==> config.mk <==
export PLATFORM = sky130hd
export DESIGN_NAME = buckeye_shift_ctrl
export DESIGN_NICKNAME = d
export VERILOG_FILES = /design/src/rtl/buckeye_pkg.sv /design/src/rtl/bky_chain_shifter.sv /design/src/rtl/buckeye_shift_ctrl.sv
export SDC_FILE = /design/constraint.sdc
export NUM_CORES = 2
export LEC_CHECK = 0
export CORE_AREA = 2 2 305 307
export DETAILED_ROUTE_END_ITERATION = 6
export DIE_AREA = 0 0 307 309
export PLACE_DENSITY = 0.64
export SKIP_LAST_GASP = 1
export SYNTH_ARGS = -nofsm -noshare
export SYNTH_HDL_FRONTEND = slang
export SYNTH_HIERARCHICAL = 1
export SYNTH_SLANG_ARGS = --single-unit
==> constraint.sdc <==
create_clock -name CMSCLK -period 6.7 [get_ports CMSCLK]
set_input_delay 2.01 -clock CMSCLK [delete_from_list [all_inputs] [get_ports CMSCLK]]
set_output_delay 2.01 -clock CMSCLK [all_outputs]
set_load 0.01 [all_outputs]
==> src/rtl/buckeye_pkg.sv <==
// Shared types and helpers for the Buckeye amplifier shift controller.
// No logic of its own; imported by the controller and its per-chain shifter.
package buckeye_pkg;

    typedef enum logic [1:0] {
        ST_IDLE = 2'd0,
        ST_LO   = 2'd1,
        ST_HI   = 2'd2,
        ST_FIN  = 2'd3
    } state_t;

    localparam int N_CHIP_DEF    = 6;
    localparam int CHIP_BITS_DEF = 48;

    // Ceiling log2, never below 1 so single-entry ranges still get a bit.
    function automatic int clog2(input int value);
        int r;
        r = 0;
        while ((1 << r) < value) begin
            r = r + 1;
        end
        return (r < 1) ? 1 : r;
    endfunction

endpackage

==> src/rtl/bky_chain_shifter.sv <==
// One Buckeye chain: working shift register, readback capture and verify compare.
// Acts on single-cycle strobes from the shared sequencer; no backpressure of its own.
module bky_chain_shifter
    import buckeye_pkg::*;
#(
    parameter int CHIP_BITS = CHIP_BITS_DEF
) (
    input  logic                 core_clk,
    input  logic                 rst,
    input  logic                 active,
    input  logic                 load,
    input  logic                 load_en,
    input  logic                 en,
    input  logic                 sample,
    input  logic                 step,
    input  logic                 last,
    input  logic [CHIP_BITS-1:0] load_word,
    input  logic [CHIP_BITS-1:0] ref_word,
    input  logic                 amp_out,
    output logic                 amp_in,
    output logic                 amp_clk,
    output logic                 match,
    output logic [CHIP_BITS-1:0] readback
);

    logic [CHIP_BITS-1:0] work;

    always_ff @(posedge core_clk) begin
        if (rst) begin
            work    <= '0;
            amp_in  <= 1'b0;
            amp_clk <= 1'b0;
            match   <= 1'b0;
            // An aborted shift leaves the partially captured readback visible.
            if (!active) begin
                readback <= '0;
            end
        end else begin
            if (load) begin
                work   <= load_en ? load_word : '0;
                amp_in <= load_en & load_word[0];
            end
            if (sample && en) begin
                readback <= {amp_out, readback[CHIP_BITS-1:1]};
                amp_clk  <= 1'b1;
            end
            if (step) begin
                work    <= {1'b0, work[CHIP_BITS-1:1]};
                amp_clk <= 1'b0;
                amp_in  <= en & ~last & work[1];
                if (last) begin
                    match <= en & (readback == ref_word);
                end
            end
        end
    end

endmodule

==> src/rtl/buckeye_shift_ctrl.sv <==
// Serially loads shadow words into N_CHIP Buckeye chains while capturing their old contents.
// A shift takes CHIP_BITS*2*CLK_DIV+1 cycles; requests arriving while BUSY are dropped and flagged on REJ.
module buckeye_shift_ctrl
    import buckeye_pkg::*;
#(
    parameter int                N_CHIP       = N_CHIP_DEF,
    parameter int                CHIP_BITS    = CHIP_BITS_DEF,
    parameter int                CLK_DIV      = 4,
    parameter logic [N_CHIP-1:0] MASK_DEFAULT = {N_CHIP{1'b1}}
) (
    input  logic                     CMSCLK,
    input  logic                     RST,
    input  logic                     START,
    input  logic                     MASK_LD,
    input  logic [N_CHIP-1:0]        MASK_IN,
    input  logic                     WR_EN,
    input  logic [clog2(N_CHIP)-1:0] WR_CHIP,
    input  logic [CHIP_BITS-1:0]     WR_DATA,
    input  logic [clog2(N_CHIP)-1:0] RD_CHIP,
    output logic [CHIP_BITS-1:0]     RD_DATA,
    output logic [N_CHIP-1:0]        MASK,
    output logic                     BUSY,
    output logic                     DONE,
    output logic [N_CHIP-1:0]        MATCH,
    output logic                     REJ,
    output logic [N_CHIP-1:0]        AMPIN,
    output logic [N_CHIP-1:0]        AMPCLK,
    input  logic [N_CHIP-1:0]        AMPOUT
);

    localparam int PH_W  = clog2(CLK_DIV);
    localparam int BIT_W = clog2(CHIP_BITS);

    state_t               state;
    logic [PH_W-1:0]      phase;
    logic [BIT_W-1:0]     bit_idx;
    logic                 busy;
    logic                 done;
    logic                 rej;
    logic [N_CHIP-1:0]    mask;
    logic [N_CHIP-1:0]    mask_nxt;
    logic [CHIP_BITS-1:0] shadow    [N_CHIP];
    logic [CHIP_BITS-1:0] load_word [N_CHIP];
    logic [CHIP_BITS-1:0] rb        [N_CHIP];

    logic idle, phase_end, bit_last, load, sample, step, wr_ok;

    assign idle      = (state == ST_IDLE);
    assign phase_end = (phase == PH_W'(CLK_DIV - 1));
    assign bit_last  = (bit_idx == BIT_W'(CHIP_BITS - 1));
    assign load      = idle & START;
    assign sample    = (state == ST_LO) & phase_end;
    assign step      = (state == ST_HI) & phase_end;
    assign wr_ok     = (int'(WR_CHIP) < N_CHIP);
    assign mask_nxt  = (idle && MASK_LD) ? MASK_IN : mask;

    assign MASK = mask;
    assign BUSY = busy;
    assign DONE = done;
    assign REJ  = rej;

    always_ff @(posedge CMSCLK) begin
        if (RST) begin
            state   <= ST_IDLE;
            phase   <= '0;
            bit_idx <= '0;
            busy    <= 1'b0;
            done    <= 1'b0;
            rej     <= 1'b0;
        end else begin
            done <= 1'b0;
            rej  <= busy & (START | WR_EN | MASK_LD);
            case (state)
                ST_IDLE: begin
                    if (START) begin
                        state   <= ST_LO;
                        busy    <= 1'b1;
                        phase   <= '0;
                        bit_idx <= '0;
                    end
                end
                ST_LO: begin
                    if (phase_end) begin
                        phase <= '0;
                        state <= ST_HI;
                    end else begin
                        phase <= phase + 1'b1;
                    end
                end
                ST_HI: begin
                    if (phase_end) begin
                        phase <= '0;
                        if (bit_last) begin
                            bit_idx <= '0;
                            state   <= ST_FIN;
                            done    <= 1'b1;
                        end else begin
                            bit_idx <= bit_idx + 1'b1;
                            state   <= ST_LO;
                        end
                    end else begin
                        phase <= phase + 1'b1;
                    end
                end
                ST_FIN: begin
                    state <= ST_IDLE;
                    busy  <= 1'b0;
                end
                default: state <= ST_IDLE;
            endcase
        end
    end

    // Shadow and mask only move while idle, so they equal their START-time values throughout a shift.
    always_ff @(posedge CMSCLK) begin
        if (RST) begin
            for (int c = 0; c < N_CHIP; c++) begin
                shadow[c] <= '0;
            end
            mask <= MASK_DEFAULT;
        end else if (idle) begin
            if (WR_EN && wr_ok) begin
                shadow[WR_CHIP] <= WR_DATA;
            end
            if (MASK_LD) begin
                mask <= MASK_IN;
            end
        end
    end

    always_comb begin
        for (int c = 0; c < N_CHIP; c++) begin
            load_word[c] = (WR_EN && (int'(WR_CHIP) == c)) ? WR_DATA : shadow[c];
        end
    end

    always_comb begin
        RD_DATA = '0;
        for (int c = 0; c < N_CHIP; c++) begin
            if (int'(RD_CHIP) == c) begin
                RD_DATA = rb[c];
            end
        end
    end

    for (genvar c = 0; c < N_CHIP; c++) begin : g_chain
        bky_chain_shifter #(
            .CHIP_BITS (CHIP_BITS)
        ) u_chain (
            .core_clk  (CMSCLK),
            .rst       (RST),
            .active    (busy),
            .load      (load),
            .load_en   (mask_nxt[c]),
            .en        (mask[c]),
            .sample    (sample),
            .step      (step),
            .last      (bit_last),
            .load_word (load_word[c]),
            .ref_word  (shadow[c]),
            .amp_out   (AMPOUT[c]),
            .amp_in    (AMPIN[c]),
            .amp_clk   (AMPCLK[c]),
            .match     (MATCH[c]),
            .readback  (rb[c])
        );
    end

endmodule

==> summary.md <==
| Metric | Value |
|---|---|
| Syn_area_per_cell | about 10 um^2 |
| Worst-path clk slew | approximately 0.06 ns |
| Die height | between 300 and 400 um |
| Initial antenna violation count | 15 |
| Final setup vio count | 0 |
| Reg area | approximately 0.024 mm^2 |
| Finished Core Util | 0.552 |
| Worst Path Max Fanout | 29 |
| Top cells by area, synth | edfxtp_1 (38%), dfxtp_1 (14%), nor2b_1 (7.9%) |
| Number of synthesized flops with an enable pin | 576 |
| Worst path max stage delay | roughly 0.65 ns |
| Largest net degree at the start of global routing | between 100 and 150 |
| Row count | 111 |
| Post-CTS Resized | 0 |
| Die area | 0.0949 mm^2 |
| DR WL/cell | between 20 and 30 um |
| Uppermost routed layer | met5 |
| Hold_sp | g_chain[3].u_chain/work[45] |
| CTS tree | done |
| Clock power share | 0.332 |
| First-pass detailed-route iteration total | 6 |
| Synth Flop Type | edfxtp_1 |
| Final min period | 6.31 ns |
| GP Congestion | between 0.9 and 1 |
| Slew HR | 0.159 |
| Setup_tns | 0 ns |
| Postcts setup bufs | 0 |
| GRT Total Usage | 0.332 |
| Fin nets | 4418 |
| Clk Latency, worst-skew pair | between 0.6 and 0.7 ns |
| Endpoints failing hold | 0 |
| Worst-case reg-to-reg path depth | 10 |
| Inserted Clock Buffers | a little under 100 |
| Leakage power | ~19 nW |
| Crit-path cells | buf_2, buf_4, nand2_1, nor2_4, buf_4, nand2_1, o221ai_1, clkdlybuf4s50_1 |
| Clk_skew | slightly above 0.03 ns |
| GRT overflow | 0 |
| Vias per inst | ~5.9 |
| Max Cap Viol | 0 |
| Kind of critical path | input pin to output pin |
| Die extent in x | around 310 um |
| Tot Pwr | approximately 0.016 W |
| Final Cycle Share | 0.942 |
| Worst hold stages | 2 |
| Setup crit start kind | input pin |
| Multi-input logic area | 0.0201 mm^2 |
| FF-to-FF Start | state[0] |
| Post-Syn Area | 0.0453 mm^2 |
| Yosys cell types | 51 |
| Post-DP HPWL | between 100000 and 150000 um |
| Filler cells | between 8000 and 9000 |
| Gate Count Post-Synth | approximately 4400 |
| Post-synth net total | about 4500 |
| Total I/O pin count | roughly 150 |
| Achievable frequency | 159 MHz |
| Warnings, synthesis | 6 |
| Register share of total power | 0.466 |
| Worst Tran Pin Value | 1.26 ns |
| Yosys reg bits | ~900 |
| Worst Path Buf+Inv | 4 |
| Min Hold Slack | roughly 0.47 ns |
| Yosys top cell by area | edfxtp_1 |
| Worst path slowest cell | clkdlybuf4s50_1 |
| WL final | ~160000 um |
| Via count | 33300 |
| CP Data Required Time | 4.69 ns |
| CTS Buffer Depth | 3 |
| WL met2 | 67500 um |
| Peak supply drop | between 0.3 and 0.4 mV |
| Met1 Routed Length | ~66000 um |
| 1st-iter DRT viols | ~4400 |
| Async set-reset flop share out of synthesis | 0 |
| Crit path depth | 8 |
| Fraction of layout cells with a size suffix above 1 | 0.125 |
| Starting Density | 0.496 |
| CP top delay family | buffers and inverters |
| # hold bufs at CTS | 0 |
| Unrepaired setup endpoints after global routing | false |
| First-pass GRT wire length | ~220000 um |
| Critical Path AT | ~4.3 ns |
| Register area share after synthesis | 0.522 |
| Status | complete, no violations |
| Top-area cell type share of the netlist area | 0.382 |
| Layout area overhead | 11.3% |
| Origin of the worst setup path | RD_CHIP[1] |
| Clk sinks | between 800 and 900 |
| CORE AREA | about 0.091 mm^2 |
| Max-slew violations | 0 |
| Residual DRC | 0 |
| ANT nets after route | 0 |
| Logic pwr share | 0.203 |
| I/O Buffers | 145 |
| Clock Tree Root | clkbuf_16 |
| Internal Power | between 0.01 and 0.015 W |
| Switching share of power | 0.318 |
| Number of global-route vias before repair | 30900 |
| Met3 wire len | roughly 18000 um |
| Worst min path class | register to register |
| P_sw | ~0.0051 W |
| H-tree depth | 3 |
| P per Cell Area | ~320 mW/mm^2 |
| CP Capture Type | output pin |
## logic make-up (layout without fill, tap and decap cells)
family,count (synthesis),count (layout),synth area share
and+or+nand+nor,1728,1728,0.201
DFF,895,895,0.522
AOI/OAI and AO/OA,698,698,0.0821
muxes,397,397,0.0982
buffers and inverters,359,408,0.0386
xor gates and xnor gates,290,290,0.0560
adders and majority gates,7,7,0.00193
other,0,2,0
## layer usage
| layer | vias to the layer above | track usage |
|---|---|---|
| met5 | - | 0 |
| met4 | 6 | 0.144 |
| met3 | 269 | 0.104 |
| met2 | 1590 | 0.482 |
| met1 | 16400 | 0.455 |
| li1 | 15000 | - |
## cell usage after synthesis (6+ instances only)
| master | count |
|---|---|
| inv_1 | 12 |
| xnor2_1 | 194 |
| nor4_1 | 31 |
| a21oi_1 | 625 |
| nor3_1 | 21 |
| buf_4 | 12 |
| nand4_1 | 55 |
| buf_1 | 12 |
| nor2b_1 | 572 |
| mux2_2 | 265 |
| clkbuf_1 | 181 |
| or2_2 | 10 |
| nand3b_1 | 6 |
| nand3_1 | 13 |
| nor2_1 | 621 |
| mux2_4 | 29 |
| dfxtp_1 | 319 |
| and3_1 | 48 |
| mux2i_1 | 103 |
| nand2b_1 | 12 |
| o221ai_1 | 48 |
| buf_2 | 109 |
| a41oi_1 | 6 |
| xor2_1 | 96 |
| nand2_1 | 71 |
| o21ai_1 | 6 |
| and2_1 | 249 |
| buf_6 | 29 |
| edfxtp_1 | 576 |
| nor4b_1 | 7 |
| ha_1 | 7 |
## path summary, 6_finish.rpt
check	to	slack (ns)
worst min-delay path	g_chain[3].u_chain/work[44]	0.47
worst max-delay path	RD_DATA[30]	0.39
worst max register to register	g_chain[1].u_chain/work[7]	2.96
worst min register to register	g_chain[3].u_chain/work[44]	0.47
## power groups by stage
| stage | logic, W | registers, W | clock network, W |
|---|---|---|---|
| after floorplan | 0.00227 | 0.00707 | 0 |
| after global placement | 0.00315 | 0.00749 | 0 |
| after detailed placement | 0.00319 | 0.00748 | 0 |
| after CTS | 0.00321 | 0.00737 | 0.00533 |
| after global routing | 0.00351 | 0.00744 | 0.00554 |
| final | 0.00323 | 0.00742 | 0.00529 |
## layout by cell type (no fill, tap or decap), drive strengths merged, types with 3 or more instances in the layout
master / count
nor4: 31
or2: 13
xnor2: 194
clkdlybuf4s50: 141
mux2: 294
nand2: 71
dfxtp: 319
o21ai: 9
nor2b: 573
clkbuf: 151
nor3: 23
xor2: 96
ha: 7
a21oi: 625
nand3: 13
nor2: 621
nand3b: 6
mux2i: 103
clkinv: 22
inv: 16
nand2b: 12
edfxtp: 576
nand4: 55
o221ai: 48
nor4b: 7
buf: 73
a41oi: 6
and2: 249
bufinv: 3
and3: 48
## through the flow
step | area [um^2] | worst slack [ns] | cells
6_report | 50400 | 0.391 | 5611
5_1_grt | 50400 | 0.391 | 5609
4_1_cts | 50400 | 0.439 | 5609
3_5_place_dp | 47300 | 0.446 | 5427
3_3_place_gp | 47300 | 0.457 | 5427
2_1_floorplan | 45300 | 1.19 | 4374
## worst min-delay path, cell delays in order, from the launching register on
cell     delay (ns)
dfxtp_1        0.31
a21oi_1        0.06
nor2_1         0.07
## final cells by class
type,count,area share
sequential,895,0.470
multi-input combinational,3120,0.398
clock buffer,151,0.0564
timing repair buffer,214,0.0407
tap,1186,0.0294
clock inverter,31,0.00481
inverter,12,0.00104
antenna,2,0.0000992
## registers in the layout, indices dropped and copies added, names as in the netlist, 2 cells and up
name	count
g_chain.u_chain/readback	288
g_chain.u_chain/work	282
g_chain.u_chain/amp_clk	6
g_chain.u_chain/match	6
bit_idx	6
MASK	6
g_chain.u_chain/amp_in	6
shadow	288
phase	2
state	2
(Power assumes the default switching activity.)
